## src/rtl/key_counter_ctrl.sv

```systemverilog
// Multi-key pushbutton front end: synchroniser, debounce, press-edge strobe and up/down/clear counter.
// Optional auto-repeat on keys 0/1 is built when KEY_COUNTER_AUTO_REPEAT_EN is defined.
module key_counter_ctrl #(
  parameter int NUM_KEYS       = 4,
  parameter int CNT_W          = 8,
  parameter int DB_CYCLES      = 1000000,
  parameter int KEY_ACTIVE_LOW = 1,
  parameter int REPEAT_DELAY   = 25000000,
  parameter int REPEAT_RATE    = 5000000
) (
  input  logic                clk,
  input  logic                rst_n,
  input  logic [NUM_KEYS-1:0] keys_raw,
  input  logic                sat_mode,
  output logic [NUM_KEYS-1:0] key_level,
  output logic [NUM_KEYS-1:0] key_pulse,
  output logic [CNT_W-1:0]    count,
  output logic                wrap_pulse,
  output logic                at_max,
  output logic                at_min
);

  localparam int DB_W = $clog2(DB_CYCLES);
  localparam logic [NUM_KEYS-1:0] REL_LEVEL = (KEY_ACTIVE_LOW != 0) ? '1 : '0;
  localparam logic [CNT_W-1:0]    CNT_MAX   = '1;

  logic [NUM_KEYS-1:0]           sync1_q, sync1_d, sync2_q, sync2_d;
  logic [NUM_KEYS-1:0]           level_q, level_d, level_dly_q, level_dly_d;
  logic [NUM_KEYS-1:0]           pulse_q, pulse_d, rpt_pulse;
  logic [NUM_KEYS-1:0][DB_W-1:0] db_cnt_q, db_cnt_d;
  logic [NUM_KEYS-1:0]           key_in;
  logic [CNT_W-1:0]              count_q, count_d;
  logic                          wrap_q, wrap_d;

  // Sync flops come out of reset at the released level so a held key reads as a fresh press.
  assign key_in = (KEY_ACTIVE_LOW != 0) ? ~sync2_q : sync2_q;

  always_comb begin
    sync1_d     = keys_raw;
    sync2_d     = sync1_q;
    db_cnt_d    = db_cnt_q;
    level_d     = level_q;
    level_dly_d = level_q;
    for (int i = 0; i < NUM_KEYS; i++) begin
      if (key_in[i] == level_q[i]) begin
        db_cnt_d[i] = '0;
      end else if (db_cnt_q[i] == DB_W'(DB_CYCLES - 1)) begin
        db_cnt_d[i] = '0;
        level_d[i]  = key_in[i];
      end else begin
        db_cnt_d[i] = db_cnt_q[i] + 1'b1;
      end
    end
  end

`ifdef KEY_COUNTER_AUTO_REPEAT_EN
  localparam int RPT_MAX = (REPEAT_DELAY > REPEAT_RATE) ? REPEAT_DELAY : REPEAT_RATE;
  localparam int RPT_W   = $clog2(RPT_MAX + 1);

  logic [1:0][RPT_W-1:0] rpt_q, rpt_d;
  logic [1:0]            rpt_fire;

  // Zero means idle; a repeat fires in the cycle the down-count reaches one.
  always_comb begin
    rpt_d    = rpt_q;
    rpt_fire = '0;
    for (int i = 0; i < 2; i++) begin
      if (!level_q[i]) begin
        rpt_d[i] = '0;
      end else if (!level_dly_q[i]) begin
        rpt_d[i] = RPT_W'(REPEAT_DELAY);
      end else if (rpt_q[i] == RPT_W'(1)) begin
        rpt_fire[i] = 1'b1;
        rpt_d[i]    = RPT_W'(REPEAT_RATE);
      end else if (rpt_q[i] != '0) begin
        rpt_d[i] = rpt_q[i] - 1'b1;
      end
    end
  end

  always_ff @(posedge clk or negedge rst_n) begin
    if (!rst_n) rpt_q <= '0;
    else        rpt_q <= rpt_d;
  end

  assign rpt_pulse = {{(NUM_KEYS-2){1'b0}}, rpt_fire};
`else
  assign rpt_pulse = '0;
`endif

  always_comb begin
    pulse_d = (level_q & ~level_dly_q) | rpt_pulse;
    count_d = count_q;
    wrap_d  = 1'b0;
    if (pulse_q[2]) begin
      count_d = '0;
    end else if (pulse_q[0] && !pulse_q[1]) begin
      if (count_q != CNT_MAX) begin
        count_d = count_q + 1'b1;
      end else if (!sat_mode) begin
        count_d = '0;
        wrap_d  = 1'b1;
      end
    end else if (pulse_q[1] && !pulse_q[0]) begin
      if (count_q != '0) begin
        count_d = count_q - 1'b1;
      end else if (!sat_mode) begin
        count_d = CNT_MAX;
        wrap_d  = 1'b1;
      end
    end
  end

  always_ff @(posedge clk or negedge rst_n) begin
    if (!rst_n) begin
      sync1_q     <= REL_LEVEL;
      sync2_q     <= REL_LEVEL;
      db_cnt_q    <= '0;
      level_q     <= '0;
      level_dly_q <= '0;
      pulse_q     <= '0;
      count_q     <= '0;
      wrap_q      <= 1'b0;
    end else begin
      sync1_q     <= sync1_d;
      sync2_q     <= sync2_d;
      db_cnt_q    <= db_cnt_d;
      level_q     <= level_d;
      level_dly_q <= level_dly_d;
      pulse_q     <= pulse_d;
      count_q     <= count_d;
      wrap_q      <= wrap_d;
    end
  end

  assign key_level  = level_q;
  assign key_pulse  = pulse_q;
  assign count      = count_q;
  assign wrap_pulse = wrap_q;
  assign at_max     = (count_q == CNT_MAX);
  assign at_min     = (count_q == '0);

endmodule

```

## config.mk

```make
export PLATFORM = sky130hd
export DESIGN_NAME = key_counter_ctrl
export DESIGN_NICKNAME = d
export VERILOG_FILES = /design/src/rtl/key_counter_ctrl.sv
export SDC_FILE = /design/constraint.sdc
export NUM_CORES = 1
export LEC_CHECK = 0
export ABC_AREA = 1
export CORE_ASPECT_RATIO = 0.5
export CORE_MARGIN = 1.5
export CORE_UTILIZATION = 45
export CTS_BUF_LIST = sky130_fd_sc_hd__clkbuf_8
export CTS_CLUSTER_DIAMETER = 50
export DETAILED_ROUTE_END_ITERATION = 10
export SETUP_SLACK_MARGIN = 0.3
export SKIP_LAST_GASP = 1
export SYNTH_ARGS = -nofsm -noshare
export SYNTH_HDL_FRONTEND = slang
export SYNTH_SLANG_ARGS = --single-unit
```

## constraint.sdc

```tcl
create_clock -name clk -period 1.86 [get_ports clk]
set_input_delay 0.186 -clock clk [delete_from_list [all_inputs] [get_ports clk]]
set_output_delay 0.186 -clock clk [all_outputs]
set_load 0.01 [all_outputs]
```

* Word-level counts from Yosys, hierarchy flattened
Cells that the tools add are included.
** Word-level totals
- Input port bits :: 7
- Register bits after elaboration :: 109
- Memories :: 0
- ROM bits :: 0
- RAM bits :: 0
- Latch bits :: 0
** Cells by class
- $add $sub $neg :: 6
- Equality and inequality tests :: 12
- Reduce and logical (&&, ||, !) cells :: 12
- Multipliers :: 0
- Divide/modulo/power cells :: 0
- Shifts and indexed selects :: 0
- Multiplexer cells :: 21
- Bitwise logic cells :: 7
- Magnitude comparators :: 0
** Operator list (number)
- 20-bit two-way mux :: 8
- 20-bit by 1-bit adder with 20-bit output, second input constant :: 4
- 20-bit equality test, second input constant :: 4
- 8-bit two-way mux :: 7
- 8-bit by 1-bit adder with 8-bit output, second input constant :: 1
- 8-bit equality test, second input constant :: 1
- 8-bit zero test :: 1
- 8-bit inequality test, second input constant :: 1
- 4-bit inverter :: 2
- 2-bit AND reduction :: 4
- 8-bit nonzero test :: 1
- 8-bit by 1-bit subtractor with 8-bit output, second input constant :: 1
- 1-bit two-way mux :: 6
- 4-bit AND :: 1
- 1-bit equality test :: 4
- 4-bit by 1-bit inequality test with 1-bit output, second input constant :: 1
- 4-bit by 3-bit inequality test with 1-bit output, second input constant :: 1
- 1-bit inverter :: 4
- 3-bit AND reduction :: 1
- 3-bit nonzero test :: 1
- 1-bit logical AND :: 2
- 1-bit zero test :: 2

* Longest topological paths before layout
Gate-level depths: netlist (run 1).
- Word-level depth :: 5
- Mapped depth :: 10
- Mapped depth without buffers :: 10

* Worst setup path before layout (run 1)
No wires, ideal clock.
- Path type :: register to register
- Start point :: reg count_q[0] (netlist: count[0])
- End point :: reg count_q[3] (netlist: count[3])
- Setup time :: 0.123 ns
- Arrival :: 1.348 ns
- Slack :: 0.389 ns
- Stages on the path, launching flop included :: 8
- Buffers on the path :: 0
- Cells stage by stage :: dfrtp_1 inv_1 ha_1 nand3_1 nor2_4 nand4_1 nand3_2 o21ai_1
** On the way
- Cells in the longest elaborated chain, start to end :: 5
** RTL lines
- start: declaration :: RTL line 32 : logic [CNT_W-1:0] count_q, count_d;
- start signal: assignment :: RTL line 131 : count_q <= count_d;
- 8-bit by 1-bit subtractor with 8-bit output or 8-bit nonzero test (tied branches) :: RTL line 106, 105
- 8-bit two-way mux :: RTL line 105 : if (count_q != '0) begin
- 8-bit two-way mux :: RTL line 104 : end else if (pulse_q[1] && !pulse_q[0]) begin
- 8-bit two-way mux :: RTL line 97 : end else if (pulse_q[0] && !pulse_q[1]) begin
- 8-bit two-way mux :: RTL line 95 : if (pulse_q[2]) begin
Several ways; a longest one is shown, not always the timed one. The select of a mux whose other input is x is not followed.
A chain may end at the register's enable or synchronous reset.

* Worst setup path in the final report (run 1)
- Start point :: reg count_q[0] (netlist: count[0])
- End point :: out at_min
** On the way
- Cells in the longest elaborated chain, start to end :: 1
** RTL lines
- 8-bit zero test :: RTL line 141 : assign at_min = (count_q == '0);
- end: declaration :: RTL line 20 : output logic at_min
Every way passes these cells.

==> results of run 1 <==
timing repair:
item,4_1_cts,5_1_grt
buffers inserted,20,17
gates resized for setup,52,73
endpoints found under the setup margin,41,61
pin swaps,11,23
hold buffers,1,0
hold endpoints to repair,25,0
gates cloned,0,0
worst max-delay path: cells and delay by family (launching register included):
| kind | cells | cell delay, ps |
|---|---|---|
| adders and majority gates | 1 | 160 |
| buffers and inverters | 2 | 240 |
| DFF | 1 | 460 |
| and+or+nand+nor | 2 | 240 |
registers in the layout (all words and copies together) (netlist names):
register and cells:
count 8, key_level 4, key_pulse 4, sync2_q 4, db_cnt_q 80, sync1_q 4
wrap_pulse 1, level_dly_q 4
cells in the final DEF (no fill, tap or decap), drive strengths merged, types with 2 or more instances in the layout:
master,Yosys,layout
o21ai,22,22
nor3,32,32
nand4,18,18
and3,6,6
inv,83,85
nand3b,5,5
a31oi,2,2
bufinv,0,4
xor2,30,30
xnor2,15,15
nor3b,2,2
nand2,150,150
nor2,167,167
nand3,60,60
dfstp,8,8
clkdlybuf4s50,0,11
dfrtp,101,101
clkbuf,0,10
o21bai,3,3
ha,7,7
a21oi,18,18
buf,5,46
clkinv,3,3
dlygate4sd2,0,10
final cells by class:
class	count	area, um^2	share of cell area [%]
Sequential cell	109	2750	37.6
Inverter	86	335	4.58
Clock inverter	6	128	1.74
Tap cell	170	213	2.91
Clock buffer	10	138	1.88
Timing Repair Buffer	69	622	8.50
Multi-Input combinational cell	540	3130	42.8
where the power goes:
group / internal (W) / switching [W]
combinational: 0.0000731 / 0.000118
clock: 0.00106 / 0.000822
sequential: 0.00240 / 0.0000256
metal layers:
layer / GRT usage [%] / vias up / share of wire, %
li1: - / 2501 / -
met3: 4.07 / 6 / 3.0
met5: 0 / - / 0
met4: 4.34 / 0 / 0.66
met2: 29.5 / 55 / 45
met1: 29.2 / 2327 / 51
kinds of logic (layout without fill, tap and decap cells):
kind of cell	count (synthesis)	count (layout)	synth area share, %
AOI/OAI and AO/OA	47	47	4.26
xor gates and xnor gates	45	45	6.71
adders and majority gates	7	7	1.49
buffers and inverters	91	171	6.14
DFF	109	109	46.6
and+or+nand+nor	441	441	34.8
metrics by stage:
stage,utilization [%],instances,setup WS [ps]
2_1_floorplan,-,740,389
3_3_place_gp,50.1,936,182
3_5_place_dp,50.1,936,134
4_1_cts,54.4,973,196
5_1_grt,57.6,990,119
6_report,57.6,990,206
worst max path at each step:
| stage | start | endpoint | slack (ps) | cells after the start |
|---|---|---|---|---|
| detailed placement | count[0] | at_min | 130 | 5 |
| global placement | count[0] | at_min | 180 | 5 |
| global route | count[1] | count[5] | 120 | 11 |
| CTS | count[1] | at_min | 200 | 6 |
| floorplan | count[0] | count[3] | 390 | 7 |
| finish | count[0] | at_min | 210 | 5 |
==> flow_results.org, run 1 <==
** Timing
- For this run, the top clock speed supported by timing is 0.605 GHz.
- RSZ-0062 raised after global routing :: yes
- For the pin with the worst max-slew slack, the measured transition is 507 ps.
- Slew headroom :: 66.0%
- The final hold violation count came to 0.
- Fin crit period :: 1650 ps
- Total Neg Setup Slack :: 0 ps
- Dividing the final minimum period by the clock period gives 88.9%.
- Setup violations remaining at the end of the flow were counted as 0.
- The max-slew violation total from the final report was 0.
- Clock skew on the completed layout was measured at 14.0 ps.
- On the final layout, the worst hold slack is 209 ps.

** Clock network
- Number of clock buffers inserted by TritonCTS :: 9
- In this run the deepest clock path goes through 2 buffers.
- TritonCTS built the clock tree.
- After clock tree synthesis, the clock-pin slew on the worst setup and hold paths is 100 ps.
- Clock latency on the worst-skew pair :: 380 ps
- Cell at the root of the clock tree :: clkbuf_8
- CTS sink count :: roughly 110
- In this run the number of H-tree levels came out at 3.

** Worst setup path
- Required time of the critical path :: 1670 ps
- In this run the critical register-to-register path is captured at count[4].
- Number of cells traversed by the worst register-to-register path :: 11
- List of cells traversed by the critical path :: inv_2 -> ha_4 -> nand3_4 -> nor2_4 -> buf_6
- The worst setup path is captured at an output pin.
- Critical path's largest stage delay :: roughly 460 ps
- Type of origin of the critical path :: flip-flop
- The slowest stage of the critical path is the dfrtp_2 cell.
- The critical path in this run is classified as reg2out.
- Along the worst path, the maximum fanout reaches 4.
- Start of the worst register-to-register path :: count[1]
- Flop-to-flop setup slack :: 210 ps
- CP arrival :: 1470 ps

** Logic synthesis
- Each instance of the synthesized netlist takes up on average 7.94 um^2.
- Counting every net in the synthesized netlist gives 754.
- Area share of the leading cell type in the synthesized netlist :: 43.0%
- In this run, distinct cell masters in the synthesized netlist total 36.
- Sorting the synthesized cells by area gives the leading types as dfrtp_1 43%, nor2_1 9.9%, nand2_1 9.2%.
- The synthesized netlist occupies a cell area of 0.00587 mm^2.
- Most used standard cell by instance count after synthesis :: nor2_1
- Number of enable-type register cells in the synthesized netlist :: 0
- Predominant post-synthesis flop cell :: dfrtp_1
- Counting every instance in the synthesized netlist gives 740.
- After synthesis, the most frequently instantiated cells are 155 x nor2_1, 144 x nand2_1, 101 x dfrtp_1.
- Share of flip-flops with an asynchronous set or reset :: 100%
- Synthesis inferred ~110 register bits.
- Of all cell types, the one taking the most synthesized area is dfrtp_1.
- The share of the Yosys chip area taken by registers is 46.6%.
- Number of warnings printed during yosys synthesis :: 0

** Placement
- PortBufs :: 25
- The congestion estimate from routability-driven global placement came to 0.901.
- DP HPWL :: about 9000 um
- In this run the cell area measured after placement is 0.00637 mm^2.

** Run
- MaxCap Viol Count :: 0

** Cells and area
- Final Cell Area :: 0.00732 mm^2
- Layout area overhead :: 24.6%
- Fraction of final layout cells sized beyond drive strength 1 :: 20.2%
- Layout fillers :: 1189
- Final net count :: 829
- The number of antenna diodes in the final layout is 0.

** Floorplan
- Die W :: 165 um
- The die covers 0.0138 mm^2.
- In this run the count of I/O pins placed on the die edge is 26.
- Core area :: 0.0127 mm^2
- Once the floorplan was initialized, standard cells occupied 46.2% of the core.
- From bottom edge to top edge, the die measures 83.8 um.
- # rows :: 29

** Global routing
- The first global-routing pass estimated 21800 um of wire.
- The initial antenna violation count came to 0.
- Congestion Overflow GR :: 0
- Overall routing resource usage :: 19.7%
- Largest net degree at the start of global routing :: 43
- Via count of the first global-routing pass :: 4612

** Min path
- Counting instances, the worst hold path has a depth of 1.
- The startpoint identified for the worst hold timing path is keys_raw[3].
- Type of the most critical hold path :: in2reg
- Worst hold path endpoint :: sync1_q[3]

** Detailed routing
- Residual antenna-violating net count after detailed routing :: 0
- Routed wirelength normalized by instance count :: 13.1 um
- The first TritonRoute pass finished after 5 iterations.
- For this run, design rule violations remaining after detail routing come to 0.
- Vias after detailed routing :: 4889
- Using the TritonRoute via totals, the vias-per-cell ratio works out to a little under 5.
- Number of violations reported at the end of detailed-routing iteration 0 :: 298
- Aggregate routed wire length :: ~13000 um

** Run status
- Run status :: finished clean

** Pwr
- Worst vdd ir :: ~0.0003 V
- Power comes to 0.00450 W.
- Summed over all cells, the static leakage comes to approximately 3.3 nW.
- Total power divided by cell area :: about 600 mW/mm^2
(Power assumes the default switching activity.)
==> inputs of run 2 (changes only) <==
--- a/config.mk
+++ b/config.mk
@@ -8,10 +8,11 @@
 export ABC_AREA = 1
 export CORE_ASPECT_RATIO = 0.5
 export CORE_MARGIN = 1.5
-export CORE_UTILIZATION = 45
+export CORE_UTILIZATION = 55
 export CTS_BUF_LIST = sky130_fd_sc_hd__clkbuf_8
 export CTS_CLUSTER_DIAMETER = 50
 export DETAILED_ROUTE_END_ITERATION = 10
+export PLACE_DENSITY = 0.73
 export SETUP_SLACK_MARGIN = 0.3
 export SKIP_LAST_GASP = 1
 export SYNTH_ARGS = -nofsm -noshare
==> run 2 against run 1 <==
  * Utilization up 12 points
  * Sequential cell count unchanged
  * Power down 8.2%
  * Sequential share of layout area up 0.96 points
  * Wire length up 1.5%
  * Sequential power about the same
  * Clock power down 20%
  * Global-route usage up 2.8 points
  * Combinational power about the same
  * Design area down 2.6%
  * Fmax up 0.97%
==> flow_results.org, run 2 (synthesis results as in run 1) <==
** Global routing
- Overall routing resource usage :: 22.5%
- Summed over all layers, the global routing overflow is 0.
- Initial antenna violation count :: 0
- After global routing, the most crowded layer is met2.
- The first global-routing pass estimated 20600 um of wire.
- Largest net degree at the start of global routing :: 43
- Global routing used 34.9% of the available met2 tracks.
- Met1 Use GR :: 31.6%
- Via count of the first global-routing pass :: 4544
- Global routing consumed, on the met3 layer, 5.51% of the routing resources.

** Run
- MaxCap Viol Count :: 0

** Min path
- The tightest min-delay check is of the in2reg type.

** Pwr
- For this design the static power due to leakage is 3.20 nW.
- Worst vdd ir :: 0.000293 V
- Power spread over the standard cell area amounts to 580 mW/mm^2.

** Floorplan
- Core area :: around 0.01 mm^2
- For this design the top-level I/O count stands at 26.
- Die extent in y :: roughly 76 um
- After floorplanning, the core was divided into 26 placement rows.
- The die is 149 um wide.
- Once the floorplan was initialized, standard cells occupied between 50% and 60% of the core.
- The floorplan step defined a die boundary enclosing 0.0113 mm^2.

** Cells and area
- Summing all multi-input logic gate instances after layout gives 0.00312 mm^2.
- Most used cells in the layout excluding fill and tap cells :: 146 x nor2_1, 134 x nand2_1, 94 x dfrtp_1
- Final Cell Area :: 0.00713 mm^2
- Register bank with the most flops :: db_cnt_q
- The filler cells instantiated in the layout total slightly above 800.
- In the final layout, flip-flops and latches occupy ~0.0027 mm^2.
- Final net count :: 822
- Leaving out fill and tap cells, the most frequent cell in the layout is nor2_1.
- Number of antenna diodes :: 0
- Of the cells placed in the final design, the portion with a size suffix greater than 1 is 19.7%.
- Flip-flop count of the largest register after layout :: 80
- Number of cells in the finished layout apart from fillers :: 953
- Layout area overhead :: 21.4%

** Timing
- Setup total negative slack on the finished layout was measured at 0 ps.
- Fin crit period :: 1640 ps
- The final hold violation count is 0.
- Number of setup violations in the final report :: 0
- At the pin with the least slew margin, the transition time is approximately 480 ps.
- Post-Route Skew :: 16.0 ps
- RSZ-0062 raised after global routing :: yes
- Dividing the final minimum period by the clock period gives 88.1%.
- Fin. max-slew vios :: 0
- In this run the tightest slew margin relative to its limit is 68.2%.
- Achievable frequency :: slightly above 0.6 GHz

** Placement
- Number of cells in the design after placement :: 905
- The wire-length estimate of the detail-placed layout is 8370 um.
- Routability-driven placement finished with a final weighted congestion of between 0.9 and 1.
- Buffers placed on the I/O ports in this run total 25.
- Post-placement cell area :: 0.00631 mm^2

** Detailed routing
- Residual antenna-violating net count after detailed routing :: 0
- In the final routed layout, each cell accounts on average for around 14 um.
- Number of violations reported at the end of detailed-routing iteration 0 :: 237
- DRT Pass-1 Iters :: 5
- For this block, the via count after detailed routing is roughly 5100.
- After detailed routing, the number of vias per cell comes to between 5 and 6.
- For this run, design rule violations remaining after detail routing come to 0.
- Aggregate routed wire length :: 13100 um

** Worst setup path
- For flop-to-flop paths, the worst setup slack is 230 ps.
- For the worst setup path, the data arrival time is approximately 1500 ps.
- Traced cell by cell, the critical path runs through ha_2 -> nand2_4 -> nor2_4 -> nand2_1 -> inv_1 -> buf_2.
- Required time of the critical path :: 1670 ps
- Kind of critical path :: reg2out
- STA classifies the critical path endpoint as an output pin.
- Crit Path Max Fanout :: 5
- Critical path's largest stage delay :: between 400 and 500 ps
- The worst setup path is launched from a flip-flop.
- Cell at the slowest stage of the critical path :: dfrtp_1

** Clock network
- The later pin in the worst-skew pair is clocked with a latency of ~380 ps.
- Worst-path clk slew :: roughly 100 ps
- Counting the buffers created by CTS gives 9.
- H-Tree Depth :: 3
- Cell at the root of the clock tree :: clkbuf_8
- TritonCTS built the clock tree.
- The tree built by TritonCTS fans out to 109 sinks.
- Number of buffers on the longest clock path :: 2

** Run status
- Run status :: finished clean
==> run 2: changes by cell type in the layout (fill, tap and decap cells not counted), moves of 3 or more <==
cell / before / now
buf_6: 9 / 2
bufinv_16: 4 / 1
nand3_2: 9 / 12
nor2_1: 143 / 146
nor2_2: 12 / 9
==> run 2: final timing paths <==
kind / start / endpoint / cells past startpoint
setup / recovery: count[0] / at_max / 6
hold reg to reg: sync1_q[1] / sync2_q[1] / 0
max in group asynchronous: rst_n / sync2_q[3] / 3
hold / removal: keys_raw[1] / sync1_q[1] / 1
setup reg to reg: count[0] / count[2] / 9
min in group asynchronous: rst_n / count[4] / 2
==> run 2: repair_timing <==
item | 4_1_cts | 5_1_grt
hold endpoints to repair | 28 | 0
setup buffers | 17 | 13
pin swaps | 9 | 24
endpoints found under the setup margin | 36 | 65
gates resized for setup | 47 | 65
hold buffers | 1 | 0
cloned | 0 | 1
==> run 2: final cells by class <==
| type | instances | area share, % |
|---|---|---|
| Clock buffer | 11 | 2.12 |
| Inverter | 86 | 4.72 |
| Sequential cell | 109 | 38.5 |
| Multi-Input combinational cell | 541 | 43.8 |
| Clock inverter | 5 | 0.807 |
| Timing Repair Buffer | 61 | 7.62 |
| Tap cell | 140 | 2.46 |
==> run 2: metal layers <==
| metal | routed length, um | share of wire, % |
|---|---|---|
| met5 | 0 | 0 |
| met4 | 148 | 1.1 |
| met3 | 718 | 5.5 |
| met2 | 6180 | 47 |
| met1 | 6090 | 46 |
==> run 2: per-stage QoR <==
| step | utilization (%) | hold WS (ps) | worst slack (ps) | power [W] |
|---|---|---|---|---|
| after CTS | 65.7 | 183 | 211 | 0.00413 |
| after floorplan | - | -110 | 389 | 0.00254 |
| after global placement | 61.4 | 178 | 119 | 0.00262 |
| after global routing | 69.4 | 175 | 162 | 0.00431 |
| after detailed placement | 61.4 | 186 | 93.3 | 0.00263 |
| final | 69.4 | 200 | 222 | 0.00413 |
==> run 2: report_power, final <==
part | internal, W | switching, W | total [W]
registers | 0.00240 | 0.0000288 | 0.00243
clock network | 0.000699 | 0.000806 | 0.00151
logic | 0.0000734 | 0.000121 | 0.000194
==> run 2: critical path, delay by kind of cell, from the launching register on <==
kind | cells | cell delay [ps]
AND/OR/NAND/NOR | 3 | 220
buffers and inverters | 2 | 160
adder cells (fa/ha/maj) | 1 | 240
flip-flops | 1 | 450
==> RTL edit, RTL diff (config.mk and constraints of run 1) <==
Remove the register `wrap_q`: a continuous assignment takes its place, so the output `wrap_pulse` follows one clock earlier.
--- a/src/rtl/key_counter_ctrl.sv
+++ b/src/rtl/key_counter_ctrl.sv
@@ -122,3 +122,2 @@
       count_q     <= '0;
-      wrap_q      <= 1'b0;
     end else begin
@@ -131,5 +130,6 @@
       count_q     <= count_d;
-      wrap_q      <= wrap_d;
     end
   end
+
+  assign wrap_q = wrap_d;
 
Function: same outputs for any inputs over 10 cycles, from zero or initial values and one cycle with rst_n low; that may be too few to reach the edited logic, so the function may still have changed.
==> RTL edit against run 1 <==
The run now ends with setup timing left; synthesized area fell by 0.43%; via count rose by 1.5%; wire length fell by 1.3%; total power fell by 12%; sequential cell count fell by 1; worst setup slack got worse by 0.26 ns; critical path depth rose by 2; final area rose by 1.7%; hold slack got worse by 0.030 ns; global-route usage rose by 0.33 points; highest routed layer unchanged.
==> RTL edit: results (changes against run 1) <==
| Metric | Value |
|---|---|
| Wl on met1 | `6350 um (-4.4%)` |
| Share of cells above drive strength 1 | `24.6% (+4.3 points)` |
| GPL Wtd Cong | `0.850 (-5.6%)` |
| Total Routed Length | `12800 um (-1.3%)` |
| Cells on worst reg2reg path | `13 (+2)` |
| First-pass DRT Iterations | `6 (+1)` |
| Met2 Resource Use GR | `32.3% (+2.8 points)` |
| Worst path slowest cell | `dfrtp_1` |
| GR Util met1 | `28.1% (-1.1 points)` |
| Worst Path Arrival | `1.72 ns (+0.25 ns)` |
| Final WS setup | `-0.0494 ns (-0.255 ns)` |
| Worst reg-to-reg setup slack | `0.03 ns (-0.18 ns)` |
| Net Count, Synth | `753 (-0.13%)` |
| RR Endpoint | `count[6]` |
| Vias in the first global route | `4727 (+2.5%)` |
| Final Setup Violations | `1 (+1)` |
| WL met3 | `439 um (+11%)` |
| Clk_lat worst skew | `0.38 ns (about the same)` |
| HPWL after DPL | `8900 um (+0.94%)` |
| Count of different cell masters after synthesis | `36 (unchanged)` |
| Status | `complete, but fails checks` |
| Largest net degree at the start of global routing | `54 (+26%)` |
| Synth Area in Adders | `1.50% (+0.0064 points)` |
| Placed Area | `6480 um2 (+1.8%)` |
| DRT iter0 DRCs | `224 (-25%)` |
| Post-Synth XOR/XNOR Area | `6.74% (+0.029 points)` |
| Crit path max fanout | `4 (unchanged)` |
| GR Util All Layers | `20.0% (+0.33 points)` |
| Slowest stage delay, CP | `0.43 ns (-0.03 ns)` |
| Synth area leaders | `dfrtp_1, nor2_1, nand2_1, inv_1, nand3_1` |
| Top layer in use | `met4` |
| Max reg flops | `80 (unchanged)` |
| Met3 Use GR | `4.17% (+0.099 points)` |
| First-pass GRT wire length | `22100 um (+1.6%)` |
| Max VDD drop | `0.357 mV (+20%)` |
| Via count | `4963 (+1.5%)` |
| Hold Path Class | `input port to async pin` |
| Initial antenna violation count | `0 (unchanged)` |
| TritonCTS Buffers | `9 (unchanged)` |
| Fraction of registers with async set or reset after synthesis | `100% (unchanged)` |
| Complex-gate fraction of the synthesized area | `4.28% (+0.018 points)` |
| Fin nets | `848 (+2.3%)` |
| Worst slew margin | `72.3% (+6.3 points)` |
| Failing checks | `setup timing` |
| Seq/Total Area, Yosys | `46.4% (-0.23 points)` |
| Leakage power | `3.31 nW (+1.2%)` |
| Most common cell in the synthesized netlist | `nor2_1` |
| # fillers | `1174 (-1.3%)` |
| Skew final | `0.0186 ns (+0.00456 ns)` |
| Post-synth top cells | `nor2_1, nand2_1, dfrtp_1, inv_1, nand3_1` |
| Place WS | `-0.0884 ns (-0.222 ns)` |
| Ys Warns | `0 (unchanged)` |
| Worst setup endpoint | `wrap_pulse` |
| Met2 WL | `5830 um (+0.26%)` |
==> RTL edit: changes by cell type in the layout (fill, tap and decap cells not counted), sizes merged <==
| cell | change |
|---|---|
| clkdlybuf4s50 | -1 |
| inv | +2 |
| dlygate4sd2 | -2 |
| dfrtp | -1 |
| buf | +21 |
| clkinv | +1 |
| bufinv | -4 |
| clkdlybuf4s15 | +1 |
| clkinvlp | +2 |
==> RTL edit: timing repair <==
item,CTS,global route
buffers inserted,20,19
pin swaps,13,33
setup endpoints to repair,49,66
hold buffers,1,0
resized for setup,66,88
endpoints found under the hold margin,102,0
==> RTL edit: power breakdown <==
part           leakage, nW  internal, mW  total, mW  switching (mW)
logic                 1.78        0.0938      0.220           0.126
clock network       0.0876         0.497       1.33           0.831
registers             1.45          2.38       2.41          0.0272
==> RTL edit: logic make-up after synthesis <==
logic type               Yosys count
buffers and inverters             91
XOR/XNOR                          45
flip-flops                       108
AND/OR/NAND/NOR                  441
adder cells (fa/ha/maj)            7
AO/OA/AOI/OAI                     47
==> RTL edit: cell type report <==
type | count | share of cell area [%]
inverters | 86 | 4.50
clock buffers | 9 | 1.66
clock inverters | 7 | 0.723
repair buffers | 89 | 10.7
flip-flops and latches | 108 | 36.5
well taps | 170 | 2.86
multi-input cells | 540 | 43.0
==> RTL edit: per-stage QoR <==
stage | util, % | TNS [ns] | cells | hold WS [ns]
finish | 58.8 | -0.0494 | 1009 | 0.178
global route | 58.8 | -0.189 | 1009 | 0.172
detailed placement | 51.2 | -0.0884 | 953 | 0.0399
floorplan | - | 0 | 739 | -0.110
CTS | 55.4 | -0.0528 | 990 | 0.157
global placement | 51.2 | -0.0509 | 953 | 0.0385
